$ cat config.mk
export PLATFORM = sky130hd
export DESIGN_NAME = duplex_flat
export DESIGN_NICKNAME = d
export VERILOG_FILES = /design/src/rtl/duplex_if.sv /design/src/rtl/duplex.sv /design/src/flat_wrapper.sv
export SDC_FILE = /design/constraint.sdc
export NUM_CORES = 1
export LEC_CHECK = 0
export CAP_MARGIN = 20
export CORE_MARGIN = 4
export CORE_UTILIZATION = 29
export DETAILED_ROUTE_END_ITERATION = 6
export PLACE_DENSITY = 0.54
export SLEW_MARGIN = 20
export SYNTH_ARGS = -nofsm -noshare
export SYNTH_HDL_FRONTEND = slang
export SYNTH_SLANG_ARGS = --single-unit
$ cat constraint.sdc
create_clock -name clk -period 4.2 [get_ports clk]
set_input_delay 0.84 -clock clk [delete_from_list [all_inputs] [get_ports clk]]
set_output_delay 0.84 -clock clk [all_outputs]
set_load 0.05 [all_outputs]
$ cat src/rtl/duplex_if.sv
// Host-side bus of the duplex UART loopback block: transmit request and
// configuration in one direction, status flags and received byte in the other.
interface duplex_if;
    logic       send;
    logic [1:0] parity_type;
    logic [1:0] baud_rate;
    logic [7:0] data_in;
    logic       tx_active_flag;
    logic       tx_done_flag;
    logic       rx_active_flag;
    logic       rx_done_flag;
    logic [2:0] error_flag;
    logic [7:0] data_out;

    modport master (
        output send, parity_type, baud_rate, data_in,
        input  tx_active_flag, tx_done_flag, rx_active_flag, rx_done_flag,
        input  error_flag, data_out
    );

    modport slave (
        input  send, parity_type, baud_rate, data_in,
        output tx_active_flag, tx_done_flag, rx_active_flag, rx_done_flag,
        output error_flag, data_out
    );
endinterface

$ cat src/rtl/duplex.sv
// Full-duplex UART loopback: an 8-bit transmitter drives an internal serial
// line that feeds an on-chip receiver. Frame is start, D0..D7 LSB first,
// parity slot, stop (11 bits). Optional macro DUPLEX_RX_SYNC_EN inserts a
// 2-flop synchronizer on the receiver input (+2 clk of RX latency).
module duplex #(
    parameter int CLK_FREQ = 50_000_000
) (
    input  logic     clk,
    input  logic     rst_n,
    duplex_if.slave  bus
);

    localparam logic [14:0] DIV_2400  = 15'((CLK_FREQ + 1200) / 2400);
    localparam logic [14:0] DIV_4800  = 15'((CLK_FREQ + 2400) / 4800);
    localparam logic [14:0] DIV_9600  = 15'((CLK_FREQ + 4800) / 9600);
    localparam logic [14:0] DIV_19200 = 15'((CLK_FREQ + 9600) / 19200);

    typedef enum logic [2:0] {S_IDLE, S_START, S_DATA, S_PARITY, S_STOP} state_t;

    // Clocks per bit for the selected baud rate.
    function automatic logic [14:0] div_sel(input logic [1:0] br);
        logic [14:0] d;
        case (br)
            2'b00:   d = DIV_2400;
            2'b01:   d = DIV_4800;
            2'b10:   d = DIV_9600;
            2'b11:   d = DIV_19200;
            default: d = DIV_2400;
        endcase
        return d;
    endfunction

    // Value carried in the parity slot; modes without parity send a 1.
    function automatic logic par_bit(input logic [7:0] d, input logic [1:0] pt);
        logic p;
        case (pt)
            2'b01:   p = ~^d;
            2'b10:   p = ^d;
            default: p = 1'b1;
        endcase
        return p;
    endfunction

    // Transmitter state; the frame configuration it latches is shared with RX.
    state_t      tx_state_q;
    logic [14:0] tx_cnt_q;
    logic [2:0]  tx_bit_q;
    logic [7:0]  tx_shift_q;
    logic        tx_pbit_q;
    logic        tx_line_q;
    logic        tx_active_q;
    logic        tx_done_q;
    logic [1:0]  cfg_par_q;
    logic [14:0] cfg_div_q;

    // Receiver state.
    state_t      rx_state_q;
    logic [14:0] rx_cnt_q;
    logic [2:0]  rx_bit_q;
    logic [7:0]  rx_shift_q;
    logic        rx_par_q;
    logic        rx_prev_q;
    logic        rx_active_q;
    logic        rx_done_q;
    logic [2:0]  err_q;
    logic [7:0]  data_q;

    logic        rx_in_s;
    logic        tx_tick_s;
    logic        rx_tick_s;
    logic        rx_half_s;
    logic        par_err_s;

    assign tx_tick_s = (tx_cnt_q == cfg_div_q - 15'd1);
    assign rx_tick_s = (rx_cnt_q == cfg_div_q - 15'd1);
    assign rx_half_s = (rx_cnt_q == {1'b0, cfg_div_q[14:1]} - 15'd1);
    assign par_err_s = ((cfg_par_q == 2'b01) || (cfg_par_q == 2'b10)) &&
                       (rx_par_q != par_bit(rx_shift_q, cfg_par_q));

`ifdef DUPLEX_RX_SYNC_EN
    logic sync1_q;
    logic sync2_q;

    // Two-flop synchronizer on the receive line, idling high.
    always_ff @(posedge clk or negedge rst_n) begin
        if (!rst_n) begin
            sync1_q <= 1'b1;
            sync2_q <= 1'b1;
        end else begin
            sync1_q <= tx_line_q;
            sync2_q <= sync1_q;
        end
    end

    assign rx_in_s = sync2_q;
`else
    assign rx_in_s = tx_line_q;
`endif

    // Transmit FSM: latch config on send, then shift out one bit every divisor period.
    always_ff @(posedge clk or negedge rst_n) begin
        if (!rst_n) begin
            tx_state_q  <= S_IDLE;
            tx_cnt_q    <= 15'd0;
            tx_bit_q    <= 3'd0;
            tx_shift_q  <= 8'd0;
            tx_pbit_q   <= 1'b1;
            tx_line_q   <= 1'b1;
            tx_active_q <= 1'b0;
            tx_done_q   <= 1'b0;
            cfg_par_q   <= 2'b00;
            cfg_div_q   <= DIV_2400;
        end else begin
            tx_done_q <= 1'b0;
            case (tx_state_q)
                S_IDLE: begin
                    if (bus.send) begin
                        tx_shift_q  <= bus.data_in;
                        cfg_par_q   <= bus.parity_type;
                        cfg_div_q   <= div_sel(bus.baud_rate);
                        tx_pbit_q   <= par_bit(bus.data_in, bus.parity_type);
                        tx_line_q   <= 1'b0;
                        tx_active_q <= 1'b1;
                        tx_cnt_q    <= 15'd0;
                        tx_state_q  <= S_START;
                    end
                end
                S_START: begin
                    if (tx_tick_s) begin
                        tx_cnt_q   <= 15'd0;
                        tx_bit_q   <= 3'd0;
                        tx_line_q  <= tx_shift_q[0];
                        tx_state_q <= S_DATA;
                    end else begin
                        tx_cnt_q <= tx_cnt_q + 15'd1;
                    end
                end
                S_DATA: begin
                    if (tx_tick_s) begin
                        tx_cnt_q <= 15'd0;
                        if (tx_bit_q == 3'd7) begin
                            tx_line_q  <= tx_pbit_q;
                            tx_state_q <= S_PARITY;
                        end else begin
                            tx_bit_q   <= tx_bit_q + 3'd1;
                            tx_shift_q <= {1'b0, tx_shift_q[7:1]};
                            tx_line_q  <= tx_shift_q[1];
                        end
                    end else begin
                        tx_cnt_q <= tx_cnt_q + 15'd1;
                    end
                end
                S_PARITY: begin
                    if (tx_tick_s) begin
                        tx_cnt_q   <= 15'd0;
                        tx_line_q  <= 1'b1;
                        tx_state_q <= S_STOP;
                    end else begin
                        tx_cnt_q <= tx_cnt_q + 15'd1;
                    end
                end
                S_STOP: begin
                    if (tx_tick_s) begin
                        tx_cnt_q    <= 15'd0;
                        tx_active_q <= 1'b0;
                        tx_done_q   <= 1'b1;
                        tx_state_q  <= S_IDLE;
                    end else begin
                        tx_cnt_q <= tx_cnt_q + 15'd1;
                    end
                end
                default: begin
                    tx_state_q  <= S_IDLE;
                    tx_line_q   <= 1'b1;
                    tx_active_q <= 1'b0;
                end
            endcase
        end
    end

    // Receive FSM: find the start edge, sample at bit centres, publish byte and errors at stop.
    always_ff @(posedge clk or negedge rst_n) begin
        if (!rst_n) begin
            rx_state_q  <= S_IDLE;
            rx_cnt_q    <= 15'd0;
            rx_bit_q    <= 3'd0;
            rx_shift_q  <= 8'd0;
            rx_par_q    <= 1'b1;
            rx_prev_q   <= 1'b1;
            rx_active_q <= 1'b0;
            rx_done_q   <= 1'b0;
            err_q       <= 3'b000;
            data_q      <= 8'd0;
        end else begin
            rx_prev_q <= rx_in_s;
            rx_done_q <= 1'b0;
            case (rx_state_q)
                S_IDLE: begin
                    if (rx_prev_q && !rx_in_s) begin
                        rx_cnt_q    <= 15'd0;
                        rx_active_q <= 1'b1;
                        rx_state_q  <= S_START;
                    end
                end
                S_START: begin
                    if (rx_half_s) begin
                        rx_cnt_q <= 15'd0;
                        if (rx_in_s) begin
                            err_q[1]    <= 1'b1;
                            rx_active_q <= 1'b0;
                            rx_state_q  <= S_IDLE;
                        end else begin
                            rx_bit_q   <= 3'd0;
                            rx_state_q <= S_DATA;
                        end
                    end else begin
                        rx_cnt_q <= rx_cnt_q + 15'd1;
                    end
                end
                S_DATA: begin
                    if (rx_tick_s) begin
                        rx_cnt_q   <= 15'd0;
                        rx_shift_q <= {rx_in_s, rx_shift_q[7:1]};
                        if (rx_bit_q == 3'd7) begin
                            rx_state_q <= S_PARITY;
                        end else begin
                            rx_bit_q <= rx_bit_q + 3'd1;
                        end
                    end else begin
                        rx_cnt_q <= rx_cnt_q + 15'd1;
                    end
                end
                S_PARITY: begin
                    if (rx_tick_s) begin
                        rx_cnt_q   <= 15'd0;
                        rx_par_q   <= rx_in_s;
                        rx_state_q <= S_STOP;
                    end else begin
                        rx_cnt_q <= rx_cnt_q + 15'd1;
                    end
                end
                S_STOP: begin
                    if (rx_tick_s) begin
                        rx_cnt_q    <= 15'd0;
                        data_q      <= rx_shift_q;
                        err_q       <= {~rx_in_s, 1'b0, par_err_s};
                        rx_done_q   <= 1'b1;
                        rx_active_q <= 1'b0;
                        rx_state_q  <= S_IDLE;
                    end else begin
                        rx_cnt_q <= rx_cnt_q + 15'd1;
                    end
                end
                default: begin
                    rx_state_q  <= S_IDLE;
                    rx_active_q <= 1'b0;
                end
            endcase
        end
    end

    assign bus.tx_active_flag = tx_active_q;
    assign bus.tx_done_flag   = tx_done_q;
    assign bus.rx_active_flag = rx_active_q;
    assign bus.rx_done_flag   = rx_done_q;
    assign bus.error_flag     = err_q;
    assign bus.data_out       = data_q;

endmodule

$ cat src/flat_wrapper.sv
// flat-port wrapper written by rule: the top's interface ports become plain ports
module duplex_flat 
#(
    parameter int CLK_FREQ = 50_000_000
)
  (clk, rst_n, bus_send, bus_parity_type, bus_baud_rate, bus_data_in, bus_tx_active_flag, bus_tx_done_flag, bus_rx_active_flag, bus_rx_done_flag, bus_error_flag, bus_data_out);
  duplex_if bus_i ();
  input  logic clk;
  input  logic rst_n;
  input wire logic [$bits(bus_i.send)-1:0] bus_send;
  input wire logic [$bits(bus_i.parity_type)-1:0] bus_parity_type;
  input wire logic [$bits(bus_i.baud_rate)-1:0] bus_baud_rate;
  input wire logic [$bits(bus_i.data_in)-1:0] bus_data_in;
  output wire logic [$bits(bus_i.tx_active_flag)-1:0] bus_tx_active_flag;
  output wire logic [$bits(bus_i.tx_done_flag)-1:0] bus_tx_done_flag;
  output wire logic [$bits(bus_i.rx_active_flag)-1:0] bus_rx_active_flag;
  output wire logic [$bits(bus_i.rx_done_flag)-1:0] bus_rx_done_flag;
  output wire logic [$bits(bus_i.error_flag)-1:0] bus_error_flag;
  output wire logic [$bits(bus_i.data_out)-1:0] bus_data_out;
  assign bus_i.send = bus_send;
  assign bus_i.parity_type = bus_parity_type;
  assign bus_i.baud_rate = bus_baud_rate;
  assign bus_i.data_in = bus_data_in;
  assign bus_tx_active_flag = bus_i.tx_active_flag;
  assign bus_tx_done_flag = bus_i.tx_done_flag;
  assign bus_rx_active_flag = bus_i.rx_active_flag;
  assign bus_rx_done_flag = bus_i.rx_done_flag;
  assign bus_error_flag = bus_i.error_flag;
  assign bus_data_out = bus_i.data_out;
  duplex #(.CLK_FREQ(CLK_FREQ)) u_core (.clk(clk), .rst_n(rst_n), .bus(bus_i));
endmodule
### After elaboration in Yosys (flattened, before gate mapping)

Cells that the tools add are included.

| cells by class | value |
|---|---|
| reductions and logical operators | 36 |
| add/sub/neg operators | 6 |
| shifts and indexed selects | 0 |
| multiply operators | 0 |
| mux-type cells | 59 |
| bitwise operators | 4 |
| divide/modulo/power cells | 0 |
| magnitude comparators | 0 |
| equal/unequal tests | 37 |

Operators with widths:

| operator | count |
|---|---|
| 15-bit two-way mux | 5 |
| 15-bit one-hot mux with 4 select lines | 1 |
| 3-bit two-way mux | 18 |
| 15-bit equality test | 3 |
| 15-bit one-hot mux with 3 select lines | 1 |
| 15-bit by 1-bit adder with 15-bit output (second input constant) | 2 |
| 15-bit one-hot mux with 2 select lines | 1 |
| 3-bit one-hot mux with 5 select lines | 2 |
| 8-bit two-way mux | 3 |
| 2-bit by 1-bit inequality test with 1-bit output (second input constant) | 12 |
| 1-bit two-way mux | 17 |
| 8-bit one-hot mux with 2 select lines | 1 |
| 8-bit XNOR reduction | 2 |
| 8-bit XOR reduction | 2 |
| 5-bit AND reduction | 3 |
| 14-bit by 1-bit subtractor with 15-bit output (second input constant) | 1 |
| 15-bit by 1-bit subtractor with 15-bit output (second input constant) | 1 |
| 3-bit by 2-bit equality test with 1-bit output (second input constant) | 4 |
| 3-bit equality test (second input constant) | 4 |
| 3-bit one-hot mux with 2 select lines | 2 |
| 2-bit AND reduction | 6 |
| 4-bit AND reduction | 3 |
| 6-bit AND reduction | 2 |
| 2-bit nonzero test | 5 |
| 22 further kinds | 41 |

| storage, ports and cells | value |
|---|---|
| output and inout bits | 15 |
| flip-flop bits (word level) | 94 |
| latch bits | 0 |
| memory bits (read-only) | 0 |
| memories | 0 |
| memory bits (writable) | 0 |

### Longest topological paths before layout

| logic depth | value |
|---|---|
| depth after elaboration | 6 |
| gate-level depth with buffers | 13 |
| mapped depth without buffers | 10 |

### Least setup slack after synthesis

Ideal clock, no wire load.

| timing | value |
|---|---|
| path kind | register -> register |
| start point | register u_core.cfg_div_q[9] |
| end point | register u_core.rx_cnt_q[11] |
| slack | 687 ps |
| arrival | 3395 ps |
| required time | 4082 ps |
| path buffers | 2 |
| stages on the path, launching flop included | 13 |
| cells stage by stage | dfrtp_1 clkbuf_1 inv_1 ha_1 nor3b_2 or3b_1 a2111oi_0 a311oi_1 or4_4 a211oi_4 buf_6 nor3b_1 a21o_1 |

| between the ends | value |
|---|---|
| word-level cells in the longest chain between the ends | 4 |
| elaborated cells on any way between the ends | 7 |
| those cells by class | 2 x add/sub; 2 x eq/ne; 3 x mux |

RTL lines:

| element | line | text |
|---|---|---|
| start: declaration | duplex.sv:54 | `logic [14:0] cfg_div_q;` |
| start signal: assignment | duplex.sv:120 | `cfg_div_q <= div_sel(bus.baud_rate);` |
| 15-bit by 1-bit subtractor with 15-bit output or 14-bit by 1-bit subtractor with 15-bit output (tied branches) | duplex.sv:75, duplex.sv:76 |  |
| 15-bit equality test (on tied branches) | duplex.sv:75, duplex.sv:76 |  |
| 15-bit two-way mux (on tied branches) | n/a |  |
| 15-bit one-hot mux with 3 select lines * | duplex.sv:197 | `case (rx_state_q)` |
| end signal: assignment | duplex.sv:230 | `rx_cnt_q <= rx_cnt_q + 15'd1;` |
| end signal: assignment | duplex.sv:239 | `rx_cnt_q <= rx_cnt_q + 15'd1;` |
| end signal: assignment | duplex.sv:251 | `rx_cnt_q <= rx_cnt_q + 15'd1;` |
| end: declaration | duplex.sv:58 | `logic [14:0] rx_cnt_q;` |

Every way passes the cells marked *; elsewhere a longest branch is shown, timed or not.
A chain may end at the register's enable or synchronous reset.

### Worst setup path after layout

| timing | value |
|---|---|
| start point | register u_core.cfg_div_q[3] |
| end point | register u_core.rx_cnt_q[3] |

Same word-level chain as after synthesis.

==> qor.csv <==
stage,metric,value,unit
run_status,run_status,"finished, final reports clean",
sta,setup-violations-final,0,
placement,global_placer_s_final_weighted_congestion,0.8672,
logic_synthesis,post_synth_inst_count,594,
final_layout,fill_cells,1883,
sta,hold-worst-slack,0.4559,ns
pwr,leak_pwr,2.824,nW
critical_path,critical-path-max-stage-delay,0.57,ns
final_layout,drive_gt1_share,11.04,%
final_layout,flow.area_growth_from_synthesis,14.60,%
die,die_h,147.7,um
min_path,hold_class,reg -> reg,
critical_path,crit_buf_inv,1,
sta,tightest_slew,0.9729,ns
critical_path,worst-endpoint-required,4.44,ns
critical_path,slowest_stage,or4_4,
final_layout,layout_common_cells,"dfrtp_1 (81), nand2_1 (59), o21ai_0 (55)",
final_layout,fin_nets,643,
logic_synthesis,synth_sequential_area_ratio,39.51,%
placement,io_buffer_count,29,
logic_synthesis,yosys-top-cells-area,"dfrtp_1 (36%), xnor2_1 (5.1%), o21ai_0 (4.9%)",
cts,clkSinkCount,89,
die,die-area,21830,sq um
cts,buffer_depth_of_the_longest_clock_path,2,
cts,cts.repair_timing.setup_buffer_count,0,
die,design.core.area,18960,sq um
global_route,pin_count_of_the_biggest_net_entering_global_routing,69,
logic_synthesis,count_of_warnings_emitted_by_yosys,0,
critical_path,critical_path_class,reg -> reg,
sta,final_hold_fails,0,
drt,postRouteWirelength,12.74,mm
drt,drt-wirelength-per-cell,14.54,um
global_route,first_pass_grt_wire_length,21.96,mm
global_route,vias_in_the_first_global_route,4395,
cts,ctsResizeCount,0,
final_layout,antenna_diode_instance_count,0,
drt,antenna_left,0,
global_route,overflow,0,
sta,clock_skew,0.009616,ns
placement,post-dp-hpwl,9.169,mm
logic_synthesis,postSynth.topFlopCell,dfrtp_1,
sta,max-slew-margin-rel,34.90,%
die,initial_core_util,29.87,%
critical_path,worstSetupStartpointType,register,
drt,detailroute.via_count,4341,
logic_synthesis,syn_nets,626,
drt,dr_drc_count,0,
sta,fin_crit,3.771,ns
drt,firstDrtPassIters,4,
die,row_count,50,
critical_path,crit_chain,inv_1 > ha_1 > nor3b_4 > or3b_1 > a2111oi_0 > a311oi_1 > or4_4 > a211oi_4 > o21ai_0 > a21o_1,
logic_synthesis,number_of_enable_type_register_cells_in_the_synthesized_netlist,0,
cts,cts.htree.levels,3,
final_layout,commonest_non_fill_non_tap_cell_in_the_layout,dfrtp_1,
logic_synthesis,synth_largest_area_cell,dfrtp_1,
critical_path,cp_top_family,compound AO/OA/AOI/OAI gates,
placement,dpl_worst_slack,0.3622,ns
sta,final.setup.worst_slack,0.4293,ns
pwr,power_density_over_cell_area,501.9,nW/um^2
sta,count_of_final_max_slew_check_failures,0,
flow_run,timing.max_cap.violations,0,
die,top_level_ports,30,
cts,cts_root_buf,clkbuf_16,
logic_synthesis,synth-async-reset-ratio,100.0,%
sta,post-route-period-util,89.78,%
sta,max_freq,265.2,MHz
global_route,grt_antenna_before_repair,0,
drt,routed_via_density,4.955,
critical_path,critPathArrivalTime,4.01,ns
logic_synthesis,number_of_synthesized_register_bits,89,
critical_path,critPathCaptureType,register,
logic_synthesis,syn_avg_cell_area,9.534,sq um
global_route,grt.total_usage,12.16,%
logic_synthesis,netlist_area,5663,sq um
cts,insertion_delay,0.35,ns
cts,cts_hold_repair.buffers,0,
logic_synthesis,post_synth_num_cell_types,64,
sta,timing.setup.tns,0,ns
sta,setup_repair_after_global_routing_missed_its_margin,no,
cts,cts_buf_count,9,
logic_synthesis,netlist.area_leader.share,35.79,%
pwr,worst_ir_drop_vdd,0.2248,mV
cts,clkTransAtPathRegs,0.07,ns
critical_path,critical_path_peak_fanout,15,
final_layout,final_core_utilization,34.24,%
drt,detailedRoute.firstIterationViolations,231,
die,floorplan.die.width,147.7,um
cts,cts_tree,done,
## stage by stage
| stage | instance area, sq um | total power, mW | instances |
|---|---|---|---|
| finish | 6490 | 3.257 | 876 |
| global route | 6490 | 3.502 | 876 |
| CTS | 6484 | 3.278 | 876 |
| detailed placement | 6198 | 2.474 | 860 |
| global placement | 6198 | 2.439 | 860 |
| floorplan | 5663 | 2.188 | 594 |
## cell families after synthesis
kind of cell / after synthesis / synth area share, %
DFF: 89 / 39.50
muxes: 35 / 6.606
adders and majority gates: 17 / 3.756
buffers and inverters: 56 / 4.330
xor gates and xnor gates: 55 / 10.21
AOI/OAI and AO/OA: 144 / 16.66
and+or+nand+nor: 198 / 18.94
## metal layers
layer  GRT usage [%]  share of wire [%]  vias to the layer above
met5               0                  0                        -
met4           3.914                1.1                        0
met3           2.483                3.5                       14
met2           19.96                 47                       62
met1           16.12                 48                     2115
li1                -                  -                     2150
## registers in the layout, summed over array words and instances, names as in the netlist, 2 cells and up
name and cells:
u_core.tx_state_q 3, u_core.rx_state_q 3, u_core.tx_shift_q 8, u_core.rx_cnt_q 15, u_core.bus.error_flag 3, u_core.tx_bit_q 3, u_core.bus.data_out 8, u_core.cfg_div_q 10
u_core.tx_cnt_q 15, u_core.cfg_par_q 2, u_core.rx_bit_q 3, u_core.rx_shift_q 8
## cells in the mapped netlist, types with 3 or more instances
cell,number
o31ai_1,3
xnor2_1,33
buf_6,3
nor2_1,28
and2_1,3
ha_1,17
or3_1,9
clkbuf_1,19
a21oi_1,18
a22o_1,6
nand3_1,16
mux2i_1,16
o211ai_1,6
nor4_1,7
and3_1,18
nor3_1,10
a31oi_1,4
a21o_1,15
xor2_1,15
nor2b_1,12
dfrtp_1,81
nand2_1,59
o22ai_1,5
o2bb2ai_1,3
xnor3_1,7
buf_2,10
dfstp_2,8
nor3b_1,8
o21ai_0,55
mux2_2,19
o21a_1,9
inv_1,23
nand2b_1,9
## final timing paths
kind / start / endpoint / slack [ns] / cells after the start
setup reg to reg: u_core.cfg_div_q[3] / u_core.rx_cnt_q[3] / 0.43 / 10
hold reg to reg: u_core.rx_in_s / u_core.rx_prev_q / 0.46 / 0
setup / recovery: u_core.cfg_div_q[3] / u_core.rx_cnt_q[3] / 0.43 / 10
max in group asynchronous: rst_n / u_core.rx_cnt_q[0] / 2.77 / 2
hold / removal: u_core.rx_in_s / u_core.rx_prev_q / 0.46 / 0
min in group asynchronous: rst_n / u_core.bus.rx_done_flag / 0.60 / 1
## area by class of cell
type	count	area [sq um]	area share, %
multi-input combinational	449	3193	49.20
sequential	89	2237	34.47
timing repair buffer	39	362.8	5.591
tap	260	325.3	5.013
clock buffer	9	225.2	3.470
inverter	23	86.33	1.330
clock inverter	7	60.06	0.9254
## where the power goes
group	total, mW	switching, mW	internal [mW]
clock	0.778	0.366	0.412
sequential	1.27	0.253	1.02
combinational	1.21	0.623	0.586
(Power assumes the default switching activity.)
